[config.mk]
export PLATFORM = sky130hd
export DESIGN_NAME = goldschmidt_prenorm
export DESIGN_NICKNAME = d
export VERILOG_FILES = /design/src/rtl/goldschmidt_pkg.sv /design/src/rtl/norm_shifter.sv /design/src/rtl/goldschmidt_prenorm.sv
export SDC_FILE = /design/constraint.sdc
export NUM_CORES = 1
export LEC_CHECK = 0
export ABC_AREA = 1
export CAP_MARGIN = 25
export CORE_MARGIN = 2
export CORE_UTILIZATION = 25
export DETAILED_ROUTE_END_ITERATION = 12
export MAX_ROUTING_LAYER = met4
export SYNTH_ARGS = -nofsm -noshare
export SYNTH_HDL_FRONTEND = slang
export SYNTH_HIERARCHICAL = 1
export SYNTH_SLANG_ARGS = --single-unit
export TNS_END_PERCENT = 100
[constraint.sdc]
create_clock -name clk -period 1.9 [get_ports clk]
set_input_delay 0.38 -clock clk [delete_from_list [all_inputs] [get_ports clk]]
set_output_delay 0.38 -clock clk [all_outputs]
set_load 0.01 [all_outputs]
[src/rtl/goldschmidt_pkg.sv]
// Shared definitions for the Goldschmidt divider and its operand pre-normaliser.
package goldschmidt_pkg;

    // Pre-normaliser control states
    typedef enum logic [1:0] {
        IDLE = 2'd0,
        NORM = 2'd1,
        HOLD = 2'd2
    } prenorm_state_t;

    // Default fixed-point datapath width, Q2.(GS_WIDTH-2)
    localparam int GS_WIDTH  = 29;
    localparam int FRAC_BITS = GS_WIDTH - 2;

    // Initial reciprocal estimate 0.75 in Q2.FRAC_BITS, shared with the divider
    localparam logic [GS_WIDTH-1:0] K0 = GS_WIDTH'(3) << (FRAC_BITS - 2);

endpackage

[src/rtl/norm_shifter.sv]
// One operand lane: load register, one-bit-per-cycle left shifter and
// shift counter. An operand is done once its MSB of fraction (bit WIDTH-3)
// is set, or when it is zero, so it never shifts into the integer bits.
module norm_shifter #(
    parameter int WIDTH = 29,
    parameter int SHW   = 5
) (
    input  logic             clk,
    input  logic             reset,
    input  logic             load,
    input  logic             shift_en,
    input  logic [WIDTH-1:0] load_val,
    output logic [WIDTH-1:0] value,
    output logic [SHW-1:0]   count,
    output logic             done
);

    assign done = value[WIDTH-3] | (value == '0);

    // Load on acceptance, then shift left until normalised, counting shifts
    always_ff @(posedge clk or posedge reset) begin
        if (reset) begin
            value <= '0;
            count <= '0;
        end else if (load) begin
            value <= load_val;
            count <= '0;
        end else if (shift_en && !done) begin
            value <= {value[WIDTH-2:0], 1'b0};
            count <= count + SHW'(1);
        end
    end

endmodule

[src/rtl/goldschmidt_prenorm.sv]
// Operand pre-normaliser ahead of goldschmidt_div. Converts raw unsigned
// dividend/divisor to Q2.(WIDTH-2), normalises each non-zero operand so its
// top fraction bit is set, and reports the binary scale between them so that
// dividend/divisor = (num_out/den_out) * 2^scale.
module goldschmidt_prenorm
    import goldschmidt_pkg::*;
#(
    parameter int IN_WIDTH = 24,
    parameter int WIDTH    = 29,
    parameter int SHW      = $clog2(IN_WIDTH + 1)
) (
    input  logic                clk,
    input  logic                reset,
    input  logic                in_valid,
    output logic                in_ready,
    input  logic [IN_WIDTH-1:0] dividend,
    input  logic [IN_WIDTH-1:0] divisor,
    output logic                out_valid,
    input  logic                out_ready,
    output logic [WIDTH-1:0]    num_out,
    output logic [WIDTH-1:0]    den_out,
    output logic [SHW:0]        scale,
    output logic                div_by_zero,
    output logic                num_zero
);

    // Raw integer x lands as x / 2^IN_WIDTH in Q2.(WIDTH-2)
    localparam int PAD = WIDTH - 2 - IN_WIDTH;

    prenorm_state_t     state;
    logic               load;
    logic               shift_en;
    logic               done_n;
    logic               done_d;
    logic [SHW-1:0]     cnt_n;
    logic [SHW-1:0]     cnt_d;
    logic [WIDTH-1:0]   load_n;
    logic [WIDTH-1:0]   load_d;

    assign load     = (state == IDLE) && in_valid;
    assign shift_en = (state == NORM);
    assign load_n   = WIDTH'(dividend) << PAD;
    assign load_d   = WIDTH'(divisor) << PAD;

    norm_shifter #(.WIDTH(WIDTH), .SHW(SHW)) u_num (
        .clk      (clk),
        .reset    (reset),
        .load     (load),
        .shift_en (shift_en),
        .load_val (load_n),
        .value    (num_out),
        .count    (cnt_n),
        .done     (done_n)
    );

    norm_shifter #(.WIDTH(WIDTH), .SHW(SHW)) u_den (
        .clk      (clk),
        .reset    (reset),
        .load     (load),
        .shift_en (shift_en),
        .load_val (load_d),
        .value    (den_out),
        .count    (cnt_d),
        .done     (done_d)
    );

    // Counters only move in NORM, so the difference is constant through HOLD
    assign scale = {1'b0, cnt_d} - {1'b0, cnt_n};

    // Control FSM with registered handshake outputs and operand-zero flags
    always_ff @(posedge clk or posedge reset) begin
        if (reset) begin
            state       <= IDLE;
            in_ready    <= 1'b1;
            out_valid   <= 1'b0;
            div_by_zero <= 1'b0;
            num_zero    <= 1'b0;
        end else begin
            case (state)
                IDLE: begin
                    if (in_valid) begin
                        state       <= NORM;
                        in_ready    <= 1'b0;
                        div_by_zero <= (divisor == '0);
                        num_zero    <= (dividend == '0);
                    end
                end
                NORM: begin
                    if (done_n && done_d) begin
                        state     <= HOLD;
                        out_valid <= 1'b1;
                    end
                end
                HOLD: begin
                    if (out_ready) begin
                        state     <= IDLE;
                        out_valid <= 1'b0;
                        in_ready  <= 1'b1;
                    end
                end
                default: begin
                    state     <= IDLE;
                    out_valid <= 1'b0;
                    in_ready  <= 1'b1;
                end
            endcase
        end
    end

endmodule

# Yosys cells after proc, flatten, opt, wreduce, memory -nomap -nowiden
# Index checks and enable logic that the tools add are counted.
# word_totals
elab_cells	56
register_bits	74
out_inout_bits	68
# classes
n_eq_ne	5
muxes	18
bitwise_logic	4
reduce_logical	17
addsub	3
# op_table
operator	count
$mux W29	4
$logic_not A29 Y1	2
$logic_not A24 Y1	2
$mux W5	4
$add A5 B1 Y5 const B	2
$reduce_and A3 Y1	3
$mux W2	3
$ne A2 B2 Y1 const B	3
$pmux W1 S3	2
$pmux W2 S3	1
$sub A5 B5 Y6	1
$logic_and A1 B1 Y1	4
$mux W1	4
$reduce_bool A2 Y1	2
$eq A2 B1 Y1 const B	1
$eq A2 B2 Y1 const B	1
$logic_not A1 Y1	2
$logic_not A2 Y1	1
$not A1 Y1	2
$or A1 B1 Y1	2
$reduce_and A2 Y1	1

# Depth between registers and ports, before layout
# Gate-level depths: netlist (run 1).
# depth
ltp_word	6
ltp_mapped	14
mapped_depth_nobuf	14

# Hierarchy
# Netlist (run 1), hierarchy kept.
# modules_own_cells
mod	cells_each	seq_area_each_um2	area_each_um2	instances
norm_shifter	279	850.8	1934.4	2
goldschmidt_prenorm	147	151.4	787.0	1

# Worst setup path before layout (run 1)
# OpenSTA, ideal clock, no wires.
# synth_path
path_type	register -> output
startpoint	register u_num.count[0]
endpoint	output port scale[4]
arrival_ns	1.411
path_slack_ns	0.109
path_stages_with_launch	8
required_ns	1.520
path_buffers	0
path_cell_list	dfrtp_1 -> ha_1 -> fa_1 -> o21ai_1 -> nand2_1 -> nand2_1 -> nand2_1 -> nand2_1
# synth_between
elab_chain_len	1
# synth_rtl
element	line_no	source
start: declaration	norm_shifter.sv:14	output logic [SHW-1:0] count,
start signal: assignment	norm_shifter.sv:30	count <= count + SHW'(1);
$sub A5 B5 Y6	goldschmidt_prenorm.sv:68	assign scale = {1'b0, cnt_d} - {1'b0, cnt_n};
end: declaration	goldschmidt_prenorm.sv:22	output logic [SHW:0] scale,
# No other way between the ends.

# Worst setup path after layout (run 1)
# Ends and elaborated chain as after synthesis.

==> results of run 1 <==
==> Yosys cell counts (all sizes together) <==
| cell | instances |
|---|---|
| a21oi | 4 |
| and2 | 2 |
| xnor2 | 1 |
| nand2 | 293 |
| o21bai | 1 |
| dfrtp | 73 |
| nor2 | 56 |
| nand3 | 74 |
| xor2 | 5 |
| clkbuf | 10 |
| buf | 22 |
| ha | 7 |
| o21ai | 45 |
| fa | 1 |
| dfstp | 1 |
| clkinv | 1 |
| nor3 | 3 |
| conb | 1 |
| inv | 105 |
==> kinds of logic after synthesis <==
logic type / after synthesis / synth area share, %
AO/OA/AOI/OAI: 50 / 5.51
flip-flops: 74 / 39.8
AND/OR/NAND/NOR: 428 / 38.0
buffers and inverters: 138 / 13.1
XOR/XNOR: 6 / 1.13
adder cells (fa/ha/maj): 8 / 2.31
other: 1 / 0.0805
==> power by group through the flow <==
stage / clock [uW] / sequential, uW / combinational, uW
3_3_place_gp: 0 / 2800 / 6390
6_report: 1980 / 2780 / 6410
2_1_floorplan: 0 / 2990 / 3680
5_1_grt: 2100 / 2890 / 7210
4_1_cts: 2030 / 2790 / 6410
3_5_place_dp: 0 / 2800 / 6410
==> layout make-up <==
class	count	area, sq um
Clock buffer	10	239
Clock inverter	5	103
Fill cell	1911	11500
Inverter	106	399
Multi-Input combinational cell	502	2290
Sequential cell	74	1850
Tap cell	229	287
Timing Repair Buffer	149	1430
==> flip-flops by register name, indices dropped and copies added (netlist names) <==
register     cells
u_den/value     29
u_num/value     29
u_den/count      5
u_num/count      5
state            2
div_by_zero      1
in_ready         1
num_zero         1
out_valid        1
==> worst paths after layout <==
| check | to | startpoint | cells after the start |
|---|---|---|---|
| worst max-delay path | scale[4] | u_num/count[0] | 8 |
| worst min-delay path | num_zero | reset | 2 |
| worst max register to register | u_den/count[0] | u_den/value[13] | 10 |
| worst min register to register | div_by_zero | div_by_zero | 2 |
| max in group asynchronous | u_num/count[1] | reset | 3 |
| min in group clk | div_by_zero | div_by_zero | 2 |
==> through the flow <==
step / power [uW] / std cells / instance area, sq um / setup slack (ns) / TNS, ns
after CTS: 11200 / 1074 / 6570 / -0.205 / -0.577
after global routing: 12200 / 1075 / 6600 / -0.352 / -0.881
after floorplan: 6670 / 714 / 4690 / 0.109 / 0
after global placement: 9190 / 1058 / 6190 / -0.343 / -1.12
final: 11200 / 1075 / 6600 / -0.172 / -0.459
after detailed placement: 9210 / 1058 / 6190 / -0.341 / -1.31
==> worst max-delay path, delay by kind of cell (launching register included) <==
kind,cells,cell delay [ns]
fa+ha+maj,2,0.52
compound gates,1,0.11
flops,1,0.38
simple gates,4,0.22
buf+inv,1,0.12
==> routing by layer <==
layer  vias to the layer above  global-route usage [%]
met4                         0                    5.05
li1                       2397                       -
met2                        57                    22.6
met3                        12                    1.61
met5                         -                       -
met1                      2000                    17.7
==> timing repair <==
item,in CTS,in global routing
pin swaps,6,2
setup buffers,1,1
resized for setup,32,5
endpoints found under the setup margin,6,6
==> summary.md, run 1 <==
| Metric | Value |
|---|---|
| # Max-Cap Violations | 0 |
| First-pass detailed-route iteration total | 4 |
| Commonest non-fill, non-tap cells in the layout | nand2_1 (287), clkdlybuf4s50_1 (113), inv_1 (93) |
| Power density cells | 1690 mW/mm^2 |
| Startpoint types | flop |
| Wl on met1 | 6.07 mm |
| Global-route wire length before repair | 21.3 mm |
| Crit path required time | 1.52 ns |
| RSZ-0062 raised after global routing | true |
| Fin crit period | 2.07 ns |
| Tot GR Track Use | 13.8% |
| Final core occ | 36.4% |
| Layout Skew | 0.00391 ns |
| Core Area | 0.0181 sq mm |
| Psw | 4770 uW |
| Buffers from clock root to sink, at most | 2 |
| Final worst slack | -0.172 ns |
| Placer Congestion | 0.829 |
| Slowest stage delay, CP | 0.38 ns |
| H-tree Lvls | 3 |
| Initial antenna violation count | 0 |
| Final period utilization | 109% |
| Vias per inst | 4.15 |
| CTS buffer count | 9 |
| CP Capture Type | primary output |
| Synth Instances | 705 |
| Clk Latency, worst-skew pair | 0.34 ns |
| Die Ht | 140 microns |
| Mapped Avg Cell Area | 6.60 sq um |
| Kind of critical path | flop to primary output |
| Layout cell share with drive strength beyond 1 | 10.3% |
| Metal3 WL | 319 microns |
| Sequential area share after synthesis | 39.8% |
| Reg2reg setup slack | 0.24 ns |
| CTS sink count | 74 |
| Maximum fanout along the worst path | 2 |
| Max Slew Vio Count | 0 |
| Hold Violations, Final | 0 |
| Fmax | 483 MHz |
| WHS | 0.322 ns |
| Top post-synthesis cells by area | dfrtp_1 (39%), nand2_1 (23%), nand3_1 (7.7%) |
| Failing checks | setup timing |
| Final setup violation count | 4 |
| Synth cell types | 30 |
| DRT Wirelength | 13.1 mm |
| #FFs+latches synth | 74 |
| Cell Area, Synth | 0.00466 sq mm |
| Commonest non-fill, non-tap cell in the layout | nand2_1 |
| Clock transition at the registers of the reported paths | 0.06 ns |
| Number of buffers inserted by port buffering | 119 |
| I/O pin count | 120 |
| Antenna fix cells | 0 |
| FP Rows | 49 |
| Starting density of the core | 25.7% |
| Antenna-violating nets left | 0 |
| Post-cts hold buffer count | 0 |
| CP most frequent cell | nand2_1 |
| DR WL met2 | 6.46 mm |
| Via total after detailed routing | 4466 |
| Worst-path cell chain | ha_2 > fa_2 > o21ai_2 > nand2_1 > nand2_1 > nand2_1 > nand2_1 > buf_2 |
| Pleak | 0.00341 uW |
| Top sig layer | met4 |
| Critical Path AT | 1.69 ns |
| Die X | 140 microns |
| Synth Warn # | 6 |
| Synth area leader | dfrtp_1 |
| Final nets | 902 |
| CTS tree | done |
| Clock tree root buffer cell | clkbuf_16 |
| Sequential Power Share | 24.9% |
| Grt ovf | 0 |
| Area share of the largest cell type after synthesis | 39.2% |
| Max VDD drop | 0.00164 V |
| DP HPWL | 9.60 mm |
| Area growth from synthesis to layout | 41.8% |
| Largest net degree at the start of global routing | 36 |
| Vias in the first global route | 4212 |
| Status | finished with violations |
| Comb pwr share | 57.4% |
| Clock power share | 17.7% |
| Min-Delay Path Class | primary input to async pin |
| Routed length per placed instance | 12.2 microns |
| Detailed Route Iter0 Violations | 291 |
| Sw frac | 42.7% |
| Int Pwr | 6400 uW |
| Full die area | 0.0197 sq mm |
| Cell at the slowest stage of the critical path | dfrtp_1 |
| Residual DRC | 0 |
(Power assumes the default switching activity.)
==> run 2, diff against run 1 <==
- PLACE_DENSITY: not set -> 0.5
==> run 2 against run 1 <==
The flow still finishes with violations (setup timing). Wire length up 2.2%. Register-to-register slack worse by 0.03 ns. Sequential power is essentially flat. Critical path depth shrank 2. Design area rose by 2.4%. Non-clock buffer count increased by 5. First-iteration DRC count down 0.69%.
==> summary.md, run 2 (synthesized netlist as in run 1, its figures left out) <==
| Metric | Value |
|---|---|
| Placer Congestion | 0.812 |
| Commonest non-fill, non-tap cell in the layout | nand2_1 |
| Max Slew Vio Count | 0 |
| DRT Wirelength | 13.4 mm |
| Vias per inst | 4.11 |
| Residual DRC | 0 |
| Largest net degree at the start of global routing | 41 |
| Met2 usage | 22.6% |
| Clk Latency, worst-skew pair | 0.34 ns |
| Clock power share | 17.4% |
| Initial antenna violation count | 0 |
| Clock transition at the registers of the reported paths | 0.06 ns |
| Cell at the slowest stage of the critical path | dfrtp_1 |
| Final period utilization | 113% |
| Comb pwr share | 58.6% |
| DP Area | 0.00633 sq mm |
| FP Rows | 49 |
| Biggest regs | u_den/value x29, u_num/value x29 |
| CTS tree | done |
| Kind of critical path | flop to primary output |
| CTS buffer count | 9 |
| I/O pin count | 120 |
| Die Ht | 140 microns |
| Layout cell share with drive strength beyond 1 | 10.9% |
| Antenna-violating nets left | 0 |
| WHS | 0.336 ns |
| Worst r2r src | u_num/value[13] |
| Sw frac | 41.6% |
| Min-Delay Path Class | primary input to async pin |
| Antenna fix cells | 0 |
| Layout Skew | 0.00381 ns |
| Slowest stage delay, CP | 0.38 ns |
| First-pass detailed-route iteration total | 4 |
| Global-route wire length before repair | 22.1 mm |
| Tot GR Track Use | 14.5% |
| Status | finished with violations |
| Final Instance Area | 0.00676 sq mm |
| GRT busiest layer | met2 |
| Cells on worst reg2reg path | 11 |
| Sequential Power Share | 24.0% |
| Worst-path cell chain | ha_2 > fa_2 > buf_4 > buf_6 > xnor2_2 > buf_2 |
| Placed Instances | 1064 |
| Fin crit period | 2.14 ns |
| DP HPWL | 9.79 mm |
| Fmax | 467 MHz |
| Die X | 140 microns |
| Core Area | 0.0181 sq mm |
| Vias in the first global route | 4281 |
| WP buf/inv | 3 |
| Failing checks | setup timing |
| Area growth from synthesis to layout | 45.1% |
| RSZ-0062 raised after global routing | true |
| H-tree Lvls | 3 |
| Maximum fanout along the worst path | 2 |
| Final nets | 907 |
| Pleak | 0.00349 uW |
| Max VDD drop | 0.00168 V |
| Fillers | 1906 |
| Power density cells | 1720 mW/mm^2 |
| Final worst slack | -0.240 ns |
| # Max-Cap Violations | 0 |
| Routed length per placed instance | 12.4 microns |
| Buffers from clock root to sink, at most | 2 |
| Final Non-Filler Cells | 1081 |
| Reg2reg setup slack | 0.21 ns |
| Via total after detailed routing | 4447 |
| CP Capture Type | primary output |
| Hold Violations, Final | 0 |
| Number of buffers inserted by port buffering | 119 |
| GR Util met1 | 19.1% |
| Int Pwr | 6800 uW |
| Clock tree root buffer cell | clkbuf_16 |
| Critical Path AT | 1.76 ns |
| Met3 GRT Util | 1.78% |
| Grt ovf | 0 |
| Psw | 4840 uW |
| Full die area | 0.0197 sq mm |
| CTS sink count | 74 |
| Crit-path leading delay family | adder cells |
| FF-to-FF End | u_num/value[22] |
| Detailed Route Iter0 Violations | 289 |
| Final setup violation count | 5 |
| Crit path required time | 1.52 ns |
| Startpoint types | flop |
| Starting density of the core | 25.7% |
| Post-cts hold buffer count | 0 |
| Commonest non-fill, non-tap cells in the layout | nand2_1 (287), clkdlybuf4s50_1 (113), inv_1 (93) |
## run 2: area by class of cell
type	instances	area [sq um]	area share, %
Sequential cell	74	1850	27.4
Clock buffer	11	253	3.74
Tap cell	229	287	4.24
Timing Repair Buffer	154	1570	23.2
Inverter	106	399	5.91
Multi-Input combinational cell	502	2300	34.0
Clock inverter	5	100	1.48
## run 2: repair_timing
item	4_1_cts	5_1_grt
buffers inserted	0	1
pin swaps	4	1
gates resized for setup	31	6
setup endpoints to repair	6	5
## run 2: layer usage
metal | routed length, microns | part of all wire [%]
met5 | 0 | 0
met3 | 289 | 2.2
met2 | 6490 | 49
met1 | 6360 | 48
met4 | 231 | 1.7
## run 2: power groups by stage
stage	clock (uW)	combinational [uW]	sequential [uW]
finish	2020	6820	2800
global route	2150	7680	2910
CTS	2090	6800	2810
detailed placement	0	6800	2820
global placement	0	6810	2830
floorplan	0	3680	2990
## run 2: worst max path at each step
stage | start | endpoint | cells past startpoint
after floorplan | u_num/count[0] | scale[4] | 7
after CTS | u_num/count[0] | scale[4] | 8
after global routing | u_num/count[0] | scale[4] | 7
after detailed placement | u_num/count[0] | scale[4] | 8
after global placement | u_num/count[0] | scale[4] | 8
final | u_num/count[0] | scale[2] | 6
## run 2: stage by stage
stage	utilization (%)	power (uW)	TNS [ns]	setup slack, ns
finish	37.2	11600	-0.615	-0.240
global route	37.2	12700	-0.999	-0.338
CTS	37.0	11700	-0.648	-0.228
detailed placement	34.9	9630	-1.03	-0.358
global placement	34.9	9640	-1.04	-0.348
floorplan	-	6670	0	0.109
==> RTL change 1, RTL diff (flow settings as in run 2) <==
Re-encode `prenorm_state_t` (3 states) as one-hot, 3 bits wide.
--- a/src/rtl/goldschmidt_pkg.sv
+++ b/src/rtl/goldschmidt_pkg.sv
@@ -4,6 +4,6 @@
     // Pre-normaliser control states
-    typedef enum logic [1:0] {
-        IDLE = 2'd0,
-        NORM = 2'd1,
-        HOLD = 2'd2
+    typedef enum logic [2:0] {
+        IDLE = 3'b001,
+        NORM = 3'b010,
+        HOLD = 3'b100
     } prenorm_state_t;
Behaviour: same outputs for any inputs over 10 cycles, from zero or initial values and one cycle with reset high; not proved beyond that.
==> RTL change 1 against run 2 <==
Total power shrank 7.8%. Worst setup slack gained 0.0050 ns. Critical endpoint is now scale[4]. Sequential cell count grew 1. Routed wire length shrank 1.3%. Sequential share of layout area grew 0.93 points. Cell area shrank 1.9%. The run still ends with setup timing left. Synthesized area shrank 1.7%. Final cell count shrank 2.4%. Via count shrank 0.13%.
==> RTL change 1: results (changes against run 2) <==
Drt
  – Vias per cell: 4.209 (+2.3%)
  – Drt pass-1 iters: 4 (unchanged)
  – DRT iter0 DRCs: 257 (-11%)
  – Post-DR wirelength/cell: 12.50 um (+1.1%)

Finish
  – Nets: 882 (-2.8%)
  – # clk buffers: 13 (+2)
  – Fillers: 1887 (-1.0%)
  – ANT cells: 0 (unchanged)
  – Layout non-clock buf frac: 23.85% (+0.66 points)
  – Non-clk bufs: 160 (+3.9%)
  – Fraction of area in multi-input gates: 35.16% (+1.2 points)
  – Nonclk inv count: 72 (-32%)
  – Multi-In Gates: 504 (+0.40%)
  – Seq. cell area: 1879 um^2 (+1.4%)
  – Regs by FF count: u_den/value: 29 flops, u_num/value: 29 flops
  – Clock-cell share of area: 4.230% (-0.99 points)
  – Share of cells above drive strength 1: 11.62% (+0.71 points)

Clock network
  – H-tree levels: 3 (unchanged)
  – Cts bufs inserted: 9 (unchanged)
  – Deepest clock path buffer count: 2 (unchanged)
  – Clock-pin slew on the worst setup and hold paths: 0.06 ns (about the same)

Yosys
  – Async set-reset flop share out of synthesis: 100.0% (unchanged)
  – Post-synthesis adder-cell area fraction: 2.352% (+0.041 points)
  – Synth Area in Compound Gates: 5.826% (+0.32 points)
  – Post-synth top flop: dfrtp_1
  – Flops & latches, synth: 75 (+1.4%)
  – Library cells used by synthesis: 29 (-3.3%)
  – Seq/Total Area, Yosys: 41.08% (+1.3 points)
  – Synth Area in XOR/XNOR: 1.149% (+0.020 points)
  – Synth top area cells: dfrtp_1 40%, nand2_1 23%, nand3_1 8.4%
  – Post-synthesis mux area share: 0% (unchanged)
  – Yosys warnings: 6 (unchanged)
  – Synth top cells by count: 275 x nand2_1, 77 x nand3_1, 73 x dfrtp_1

Timing
  – Endpoints failing setup: 5 (unchanged)
  – Final WS setup: -0.2346 ns (+0.004962 ns)
  – Max Clock Skew: 0.007858 ns (+0.004047 ns)
  – Slew Viols, Final: 0 (unchanged)

Pwr
  – Maximum vdd ir drop: 1407 uV (-16%)
  – Leak: 3.291 nW (-5.7%)

Outcome
  – Failing checks: setup timing
  – Status: finished, violations left

Critical path
  – CP max FO: 2 (unchanged)
  – CP max stage cell: dfrtp_1

Place
  – HPWL Detailed: 9.739 mm (-0.52%)
  – RePlAce Congestion: 0.7584 (-6.6%)

GRT
  – First-pass GRT wire length: 21.60 mm (-2.1%)
  – Initial antenna violation count: 0 (unchanged)
  – Total GRT Usage: 14.12% (-0.37 points)
  – Largest net degree at the start of global routing: 37 (-9.8%)
  – Vias in the first global route: 4214 (-1.6%)

Worst hold path
  – HP Class: in2async
## RTL change 1: changes by cell type after synthesis, sizes merged
| cell | delta |
|---|---|
| inv | -33 |
| nand2 | -14 |
| nor2 | +10 |
| nand3 | +6 |
| and2 | -2 |
| o21ai | +2 |
| clkinv | -1 |
| dfstp | +1 |
| nand4 | +1 |
| nor3 | -1 |
## RTL change 1: worst paths after layout
check	from	to	cells past startpoint	slack, ns
min in group clk	in_ready$_DFFE_PP1P_	in_ready$_DFFE_PP1P_	2	0.46
hold reg to reg	in_ready$_DFFE_PP1P_	in_ready$_DFFE_PP1P_	2	0.46
max in group asynchronous	reset	u_den/count[2]$_DFFE_PP0P_	3	1.03
setup reg to reg	u_num/value[13]$_DFFE_PP0P_	u_num/value[22]$_DFFE_PP0P_	11	0.22
setup / recovery	u_num/count[0]$_DFFE_PP0P_	scale[4]	8	-0.23
hold / removal	reset	out_valid$_DFFE_PP0P_	2	0.34
## RTL change 1: metrics by stage
step | util (%) | instance area (um^2) | cells | setup slack (ns) | TNS [ns]
after floorplan | - | 4608 | 683 | 0.07812 | 0
after global placement | 34.69 | 6231 | 1035 | -0.4780 | -1.562
after detailed placement | 34.69 | 6231 | 1035 | -0.5056 | -1.721
after CTS | 36.60 | 6575 | 1053 | -0.2784 | -0.8115
after global routing | 36.89 | 6626 | 1055 | -0.3247 | -1.004
final | 36.89 | 6626 | 1055 | -0.2346 | -0.6273
## RTL change 1: cells by family (layout without fill, tap and decap cells)
family | count (synthesis) | after routing
AND/OR/NAND/NOR | 428 | 428
adder cells (fa/ha/maj) | 8 | 8
XOR/XNOR | 6 | 6
buffers and inverters | 104 | 247
flip-flops | 75 | 75
AO/OA/AOI/OAI | 52 | 52
other | 1 | 10
## RTL change 1: worst max-delay path: cells and delay by family, from the launching register on
kind,cells,cell delay (ns)
AO/OA/AOI/OAI,1,0.12
adder cells (fa/ha/maj),2,0.56
buffers and inverters,1,0.11
flip-flops,1,0.38
AND/OR/NAND/NOR,4,0.24
## RTL change 1: per-layer routing
metal / global-route usage (%) / wire [um]
met1: 18.63 / 6356
met2: 22.29 / 6309
met3: 1.686 / 297
met4: 5.316 / 228
met5: - / 0
## RTL change 1: where the power goes
| part | total (W) | leakage [nW] | internal (W) | switching [W] |
|---|---|---|---|---|
| Combinational | 0.00632 | 2.18 | 0.00303 | 0.00329 |
| Clock | 0.00164 | 0.141 | 0.000980 | 0.000655 |
| Sequential | 0.00278 | 0.969 | 0.00225 | 0.000527 |
| Total | 0.0107 | 3.29 | 0.00626 | 0.00447 |
## RTL change 1: what timing repair did
item                                    4_1_cts  5_1_grt
buffers inserted                              3        2
gates resized for setup                      38        5
hold buffers                                  0        0
pin swaps                                     6        5
endpoints found under the setup margin        6        5
==> RTL change 2, RTL diff (flow settings as in run 2) <==
Made on the original files. The parameter `IN_WIDTH` goes from 24 to 48.
--- a/src/rtl/goldschmidt_prenorm.sv
+++ b/src/rtl/goldschmidt_prenorm.sv
@@ -7,3 +7,3 @@
 #(
-    parameter int IN_WIDTH = 24,
+    parameter int IN_WIDTH = 48,
     parameter int WIDTH    = 29,
Ports: changed (resized dividend, divisor and scale); port bits go from 120 to 169. The function was not compared with the original's and may differ.
==> RTL change 2 against run 2 <==
The flow still finishes with violations (setup timing). Sequential share of layout area shrank 2.6 points. Sequential cell count grew 2. Synthesized area rose by 4.3%. Combinational power is 6.9% higher. Routed wire length increased by 7.5%. Cell area up 13%. Worst setup slack lost 0.049 ns. Die area up 4.2%. Via count is 14% higher. Total power grew 2.3%.
==> RTL change 2: results (changes against run 2) <==
Outcome
  – Status: finished, violations left
  – Failing checks: setup timing

Yosys
  – Synth Area in XOR/XNOR: 1.262% (+0.13 points)
  – Synth top area cells: dfrtp_1 39%, nand2_1 21%, nand3_1 7.9%
  – Post-synthesis adder-cell area fraction: 2.473% (+0.16 points)
  – Synth Area in Compound Gates: 5.281% (-0.23 points)
  – Seq/Total Area, Yosys: 39.18% (-0.62 points)
  – Post-synth top flop: dfrtp_1
  – Post-Synthesis Cells: 731 (+3.7%)
  – Synth top cells by count: 276 x nand2_1, 100 x nor2_1, 77 x nand3_1
  – Yosys warnings: 6 (unchanged)
  – Async set-reset flop share out of synthesis: 100.0% (unchanged)
  – Library cells used by synthesis: 30 (unchanged)

Drt
  – DRT iter0 DRCs: 244 (-16%)
  – Routed vias: 5053 (+14%)
  – Vias per cell: 4.075 (-0.94%)
  – Total Routed Length: 14.37 mm (+7.5%)

GRT
  – Total GRT Usage: 15.07% (+0.58 points)
  – Initial antenna violation count: 0 (unchanged)
  – First-pass GRT wire length: 23.72 mm (+7.5%)
  – Vias in the first global route: 4841 (+13%)
  – Largest net degree at the start of global routing: 36 (-12%)

Finish
  – Nets: 1084 (+20%)
  – Fillers: 2034 (+6.7%)
  – Share of cells above drive strength 1: 11.84% (+0.92 points)

Timing
  – Endpoints failing setup: 6 (+1)
  – Final WS setup: -0.2888 ns (-0.04928 ns)
  – Max Clock Skew: 0.004816 ns (+0.001006 ns)

Clock network
  – Cts bufs inserted: 9 (unchanged)
  – Deepest clock path buffer count: 2 (unchanged)

Place
  – Worst slack at placement: -0.4247 ns (-0.06678 ns)
  – Port bufs: 168 (+41%)
  – Cell Area, Placed: 7333 um^2 (+16%)
  – Placed cells: 1224 (+15%)
  – RePlAce Congestion: 0.7850 (-3.3%)
  – HPWL Detailed: 10.67 mm (+9.0%)

Critical path
  – Largest delay share family, worst path: adder cells
  – CP peak stage delay: 0.37 ns
  – CP max FO: 2 (unchanged)
  – Data arrival time of the worst path: 1.81 ns (+0.05 ns)

Pwr
  – Leak: 3.718 nW (+6.6%)
  – Maximum vdd ir drop: 410.1 uV (-76%)
RTL change 2: changes by cell type after synthesis, moves of 3 or more:
cell and delta:
nor2_1 +47, inv_1 -43, nand2_2 +20, nand2_1 -12
nand3_1 +5, buf_4 +4, buf_6 -4, nor3b_1 +4
nor3_1 -3
RTL change 2: path summary, 6_finish.rpt:
kind	from	to	slack, ns	cells after the start
worst max-delay path	u_den/count[0]$_DFFE_PP0P_	scale[6]	-0.29	10
worst min-delay path	reset	state[0]$_DFFE_PP0P_	0.31	2
worst max register to register	u_den/value[13]$_DFFE_PP0P_	u_den/value[10]$_DFFE_PP0P_	0.24	11
worst min register to register	num_zero$_DFFE_PP0P_	num_zero$_DFFE_PP0P_	0.48	2
max in group asynchronous	reset	u_num/value[11]$_DFFE_PP0P_	1.27	3
min in group clk	num_zero$_DFFE_PP0P_	num_zero$_DFFE_PP0P_	0.48	2
RTL change 2: cells by family after synthesis:
logic type,Yosys count
buffers and inverters,99
other,1
AND/OR/NAND/NOR,489
adder cells (fa/ha/maj),9
XOR/XNOR,7
AO/OA/AOI/OAI,50
flip-flops,76
RTL change 2: cell type report:
class | count | area share [%]
Inverter | 67 | 3.302
Sequential cell | 76 | 24.87
Multi-Input combinational cell | 613 | 36.23
Timing Repair Buffer | 208 | 27.51
Tap cell | 260 | 4.250
Clock inverter | 6 | 0.8501
Clock buffer | 10 | 2.992
RTL change 2: through the flow:
stage,TNS [ns],util (%)
3_3_place_gp,-1.843,38.81
3_5_place_dp,-1.742,38.81
4_1_cts,-1.054,40.48
6_report,-0.9575,40.51
5_1_grt,-1.638,40.51
2_1_floorplan,0,-
RTL change 2: metal layers:
metal / GRT usage, % / wire, um
met1: 19.18 / 6638
met2: 24.44 / 6818
met3: 2.133 / 675
met4: 5.573 / 236
met5: - / 0
RTL change 2: report_power, final:
part,leakage [nW],internal [W],switching (W),total [W]
clock network,0.131,0.00101,0.000709,0.00172
registers,0.981,0.00231,0.000582,0.00289
logic,2.61,0.00343,0.00387,0.00729
total,3.72,0.00675,0.00516,0.0119
RTL change 2: timing repair:
action / 4_1_cts / 5_1_grt
pin swaps: 2 / 1
buffers inserted: 0 / 0
endpoints found under the setup margin: 8 / 6
resized for setup: 37 / 2
hold buffers: 0 / 0
